## config.mk

```make
export PLATFORM = sky130hd
export DESIGN_NAME = shift_right
export DESIGN_NICKNAME = d
export VERILOG_FILES = /design/src/rtl/shift_right.sv
export SDC_FILE = /design/constraint.sdc
export NUM_CORES = 1
export LEC_CHECK = 0
export CAP_MARGIN = 0
export CORE_ASPECT_RATIO = 0.5
export CORE_MARGIN = 2
export CORE_UTILIZATION = 52
export DETAILED_ROUTE_END_ITERATION = 7
export GPL_ROUTABILITY_DRIVEN = 0
export MAX_ROUTING_LAYER = met4
export PLACE_DENSITY = 0.82
export SLEW_MARGIN = 25
export SYNTH_ARGS = -nofsm -noshare
export SYNTH_HDL_FRONTEND = slang
export SYNTH_SLANG_ARGS = --single-unit
export TNS_END_PERCENT = 10
```

## constraint.sdc

```tcl
create_clock -name clk -period 2.24 [get_ports clk]
set_clock_uncertainty 0.05 [all_clocks]
set_input_delay 0.448 -clock clk [delete_from_list [all_inputs] [get_ports clk]]
set_output_delay 0.448 -clock clk [all_outputs]
set_load 0.02 [all_outputs]
```

## src/rtl/shift_right.sv

```systemverilog
// shift_right: button-driven LED pattern rotator with width select and idle timeout.
// Define SHIFT_RIGHT_SYNC_EN to add a 2-flop synchronizer on each button input.
module shift_right #(
    parameter int TIMEOUT_CYCLES = 40
) (
    input  logic       Reconfigure,
    input  logic       Shift_right,
    output logic [9:0] LED,
    output logic       LED_timeout,
    input  logic       clk,
    input  logic       rst
);
    localparam logic [15:0] TMO = 16'(TIMEOUT_CYCLES);
    logic       rc_s, sh_s, rc_ev, sh_ev, ev;
    logic       rc_prev_q, sh_prev_q, to_q, to_d;
    logic [9:0] pat_q, pat_d, led_q, led_d;
    logic [2:0] wid_q, wid_d;
    logic [15:0] cnt_q, cnt_d;
`ifdef SHIFT_RIGHT_SYNC_EN
    logic [1:0] rc_sync_q, sh_sync_q;
    always_ff @(posedge clk) begin
        if (rst) begin
            rc_sync_q <= '0;
            sh_sync_q <= '0;
        end else begin
            rc_sync_q <= {rc_sync_q[0], Reconfigure};
            sh_sync_q <= {sh_sync_q[0], Shift_right};
        end
    end
    assign rc_s = rc_sync_q[1];
    assign sh_s = sh_sync_q[1];
`else
    assign rc_s = Reconfigure;
    assign sh_s = Shift_right;
`endif
    assign rc_ev = rc_s & ~rc_prev_q;
    assign sh_ev = sh_s & ~sh_prev_q;
    assign ev    = rc_ev | sh_ev;
    // An event while timed out only wakes the block; reconfigure beats shift.
    always_comb begin
        wid_d = (rc_ev && !to_q) ? ((wid_q == 3'd4) ? 3'd1 : wid_q + 3'd1) : wid_q;
        pat_d = to_q ? pat_q : rc_ev ? ~(10'h3ff >> wid_d) : sh_ev ? {pat_q[0], pat_q[9:1]} : pat_q;
        cnt_d = ev ? 16'd0 : (cnt_q == TMO) ? TMO : cnt_q + 16'd1;
        to_d  = cnt_d == TMO;
        led_d = to_d ? 10'd0 : pat_d;
    end
    always_ff @(posedge clk) begin
        if (rst) begin
            rc_prev_q <= 1'b0;
            sh_prev_q <= 1'b0;
            pat_q     <= 10'b1000000000;
            wid_q     <= 3'd1;
            cnt_q     <= 16'd0;
            to_q      <= 1'b0;
            led_q     <= 10'b1000000000;
        end else begin
            rc_prev_q <= rc_s;
            sh_prev_q <= sh_s;
            pat_q     <= pat_d;
            wid_q     <= wid_d;
            cnt_q     <= cnt_d;
            to_q      <= to_d;
            led_q     <= led_d;
        end
    end
    assign LED         = led_q;
    assign LED_timeout = to_q;
endmodule

```

==> results.py <==
metrics = {
    "run_status": {
        "run_status": "complete, no violations",
    },
    "route": {
        "drtPass1Iterations": 4,
        "wl_per_cell_um": 15.5,
        "ant_nets": 0,
        "wirelength_mm": 5.05,
        "vias": 1805,
        "drt_iter0_drc": 82,
        "drc_errors": 0,
        "drt-vias-per-instance": 5.55,
    },
    "logic_synthesis": {
        "synth_cell_type_count": 54,
        "synth_top_family_by_area": "simple AND/OR/NAND/NOR gates",
        "synth_compound_area_frac": 0.137,
        "synthAdderAreaFrac": 0.0242,
        "netlist_instances": 228,
        "yosys_warnings": 0,
        "syn_nets": 236,
        "synth_area_sq_um": 2070,
        "synthFlopType": "dfxtp_1",
        "ys_seq_area_frac": 0.407,
        "synth_xor_area_frac": 0.0636,
        "async_flop_share": 0,
        "synthMuxAreaShare": 0.0297,
        "synthSimpleGateAreaFrac": 0.292,
        "postSynthAreaPerCell_sq_um": 9.07,
        "synth_edf_count": 0,
        "ys_ff_latch": 42,
    },
    "critical_path": {
        "worstPathMaxFanout": 4,
        "cp_top_family": "simple AND/OR/NAND/NOR gates",
        "slowest_stage": "or4_1",
        "ff2ff_setup_slack_ns": 0.02,
        "r2r_cells": 7,
        "start_kind": "register",
        "r2r-end": "LED[9]$_SDFF_PP1_",
        "cp.required_ns": 2.38,
        "cp-end-kind": "register",
        "cp.arrival_ns": 2.36,
        "crit_buf_inv": 0,
        "path_class": "register to register",
        "max_stage_delay_ns": 0.54,
        "reg2reg_from": "cnt_q[0]$_SDFF_PP0_",
        "crit_chain": "ha_4 -> and4_1 -> and3_1 -> o21ai_2 -> o31a_2 -> or4_1 -> a211o_1",
    },
    "power": {
        "p_total_mw": 1.63,
        "ir_drop_v": 0.000437,
        "leakagePower_nw": 1.07,
        "power.density_nw_per_um2": 602,
    },
    "layout": {
        "fin_nets": 279,
        "n_fill_cell": 268,
        "diodes": 0,
        "final_common_cell": "buf_4",
        "layout_common_cells": "buf_4 (34), dfxtp_1 (33), nor2_1 (33), clkdlybuf4s50_1 (14), nand2_1 (10)",
        "drive_above_1_share": 0.292,
        "area_growth_pct": 31.1,
        "fin_cells": 325,
        "final_area_sq_um": 2710,
    },
    "timing": {
        "worst_pin_slew_ns": 0.419,
        "fmax_mhz": 451,
        "period_needed_ns": 2.22,
        "drv_slew": 0,
        "setup_viol_count_final": 0,
        "fin_tns_setup_ns": 0,
        "rsz0062_at_grt": "yes",
        "min_period_over_period": 0.991,
        "hold_violations": 0,
        "relSlewSlack": 0.721,
    },
    "global_routing": {
        "grt_max_degree": 15,
        "grt_overflow_total": 0,
        "first_global_vias": 1752,
        "grt_use_total": 0.235,
        "grt_pass1_wl_mm": 8.09,
        "antenna_found_initial": 0,
    },
    "placement": {
        "dpl-instance-area_sq_um": 2480,
        "dp_cells": 317,
        "post-dp-hpwl_mm": 3.32,
        "io_buffers": 14,
    },
    "min_path": {
        "hold_depth": 2,
        "min_from": "pat_q[4]$_SDFF_PP0_",
        "holdPathEnd": "pat_q[4]$_SDFF_PP0_",
        "holdCritPathClass": "register to register",
    },
    "floorplanning": {
        "start_util": 0.535,
        "ioPinCount": 15,
        "std_cell_rows": 16,
        "fp.coreArea_sq_um": 3860,
        "die_area_sq_um": 4530,
        "die_w_um": 93.2,
        "chipHeight_um": 48.6,
    },
    "run": {
        "drv_cap": 0,
    },
    "cts": {
        "clockBufferDepth": 2,
        "cts_buffers": 5,
        "cts_tree": "done",
        "cts_sinks": 42,
        "hold_buffers": 0,
        "clk-insertion-delay-late_ns": 0.30,
        "clk_pin_slew_ns": 0.08,
        "cts_max_level": 2,
        "root_buffer": "clkbuf_8",
    },
}
repair_timing:
| action | 4_1_cts | 5_1_grt |
|---|---|---|
| resized for setup | 7 | 27 |
| buffers inserted | 0 | 1 |
| endpoints found under the setup margin | 11 | 12 |
| pin swaps | 1 | 6 |
state kept, by name (all words and copies together), names as in the netlist:
signal,count
pat_q,10
LED,10
wid_q,3
rc_prev_q,1
LED_timeout,1
sh_prev_q,1
cnt_q,16
metal layers:
| layer | routed length, um | GRT usage | vias up |
|---|---|---|---|
| li1 | - | - | 885 |
| met1 | 2160 | 0.288 | 854 |
| met2 | 2520 | 0.389 | 56 |
| met3 | 287 | 0.0514 | 10 |
| met4 | 79 | 0.0760 | 0 |
| met5 | 0 | - | - |
how the worst max path moves through the flow:
stage	depth (start not counted)	endpoint	slack [ns]	start
floorplan	7	LED[9]$_SDFF_PP1_	0.04	cnt_q[1]$_SDFF_PP0_
global placement	7	LED[3]$_SDFF_PP0_	-0.28	Reconfigure
detailed placement	7	LED[3]$_SDFF_PP0_	-0.31	Reconfigure
CTS	7	LED[3]$_SDFF_PP0_	0.008	Reconfigure
global route	7	LED[9]$_SDFF_PP1_	-0.04	cnt_q[5]$_SDFF_PP0_
finish	7	LED[9]$_SDFF_PP1_	0.02	cnt_q[0]$_SDFF_PP0_
cells by family (layout without fill, tap and decap cells):
| family | after synthesis | after routing |
|---|---|---|
| xor+xnor | 15 | 15 |
| compound gates | 38 | 38 |
| mux | 6 | 6 |
| simple gates | 103 | 103 |
| flops | 42 | 42 |
| fa+ha+maj | 4 | 4 |
| buf+inv | 20 | 63 |
cell type report:
type	instances	area (sq um)	area share
clock inverters	1	30.0	0.0111
inverters	7	26.3	0.00970
repair buffers	49	407	0.150
clock buffers	6	82.6	0.0305
flip-flops and latches	42	860	0.317
well taps	54	67.6	0.0249
multi-input cells	166	1240	0.457
synth_stat cells, drive strengths merged (7+ instances only):
cell	n	area, sq um
clkbuf	7	26.3
nor2	33	124
nand4	8	65.1
nand2	10	37.5
xnor2	10	87.6
dfxtp	42	841
inv	7	26.3
nor3	12	71.3
nand3	9	62.6
a21boi	10	75.1
per-stage QoR:
step	hold WS (ns)	utilization	setup WS [ns]
floorplan	0.390	-	0.0394
global placement	0.438	0.642	-0.285
detailed placement	0.436	0.642	-0.313
CTS	0.452	0.675	0.00835
global route	0.477	0.701	-0.0434
finish	0.457	0.701	0.0204
worst register-to-register path: stages (launching register included):
cell and delay [ns]:
dfxtp_2 0.36, ha_4 0.16, and4_1 0.29, and3_1 0.22
o21ai_2 0.07, o31a_2 0.14, or4_1 0.54, a211o_1 0.27
where the power goes:
part	switching, mW	total (mW)	internal, mW	leakage (nW)
Clock	0.260	0.617	0.357	0.0573
Sequential	0.0165	0.786	0.770	0.347
Combinational	0.114	0.230	0.115	0.667
Note: power is estimated with default switching activity, not from simulation.
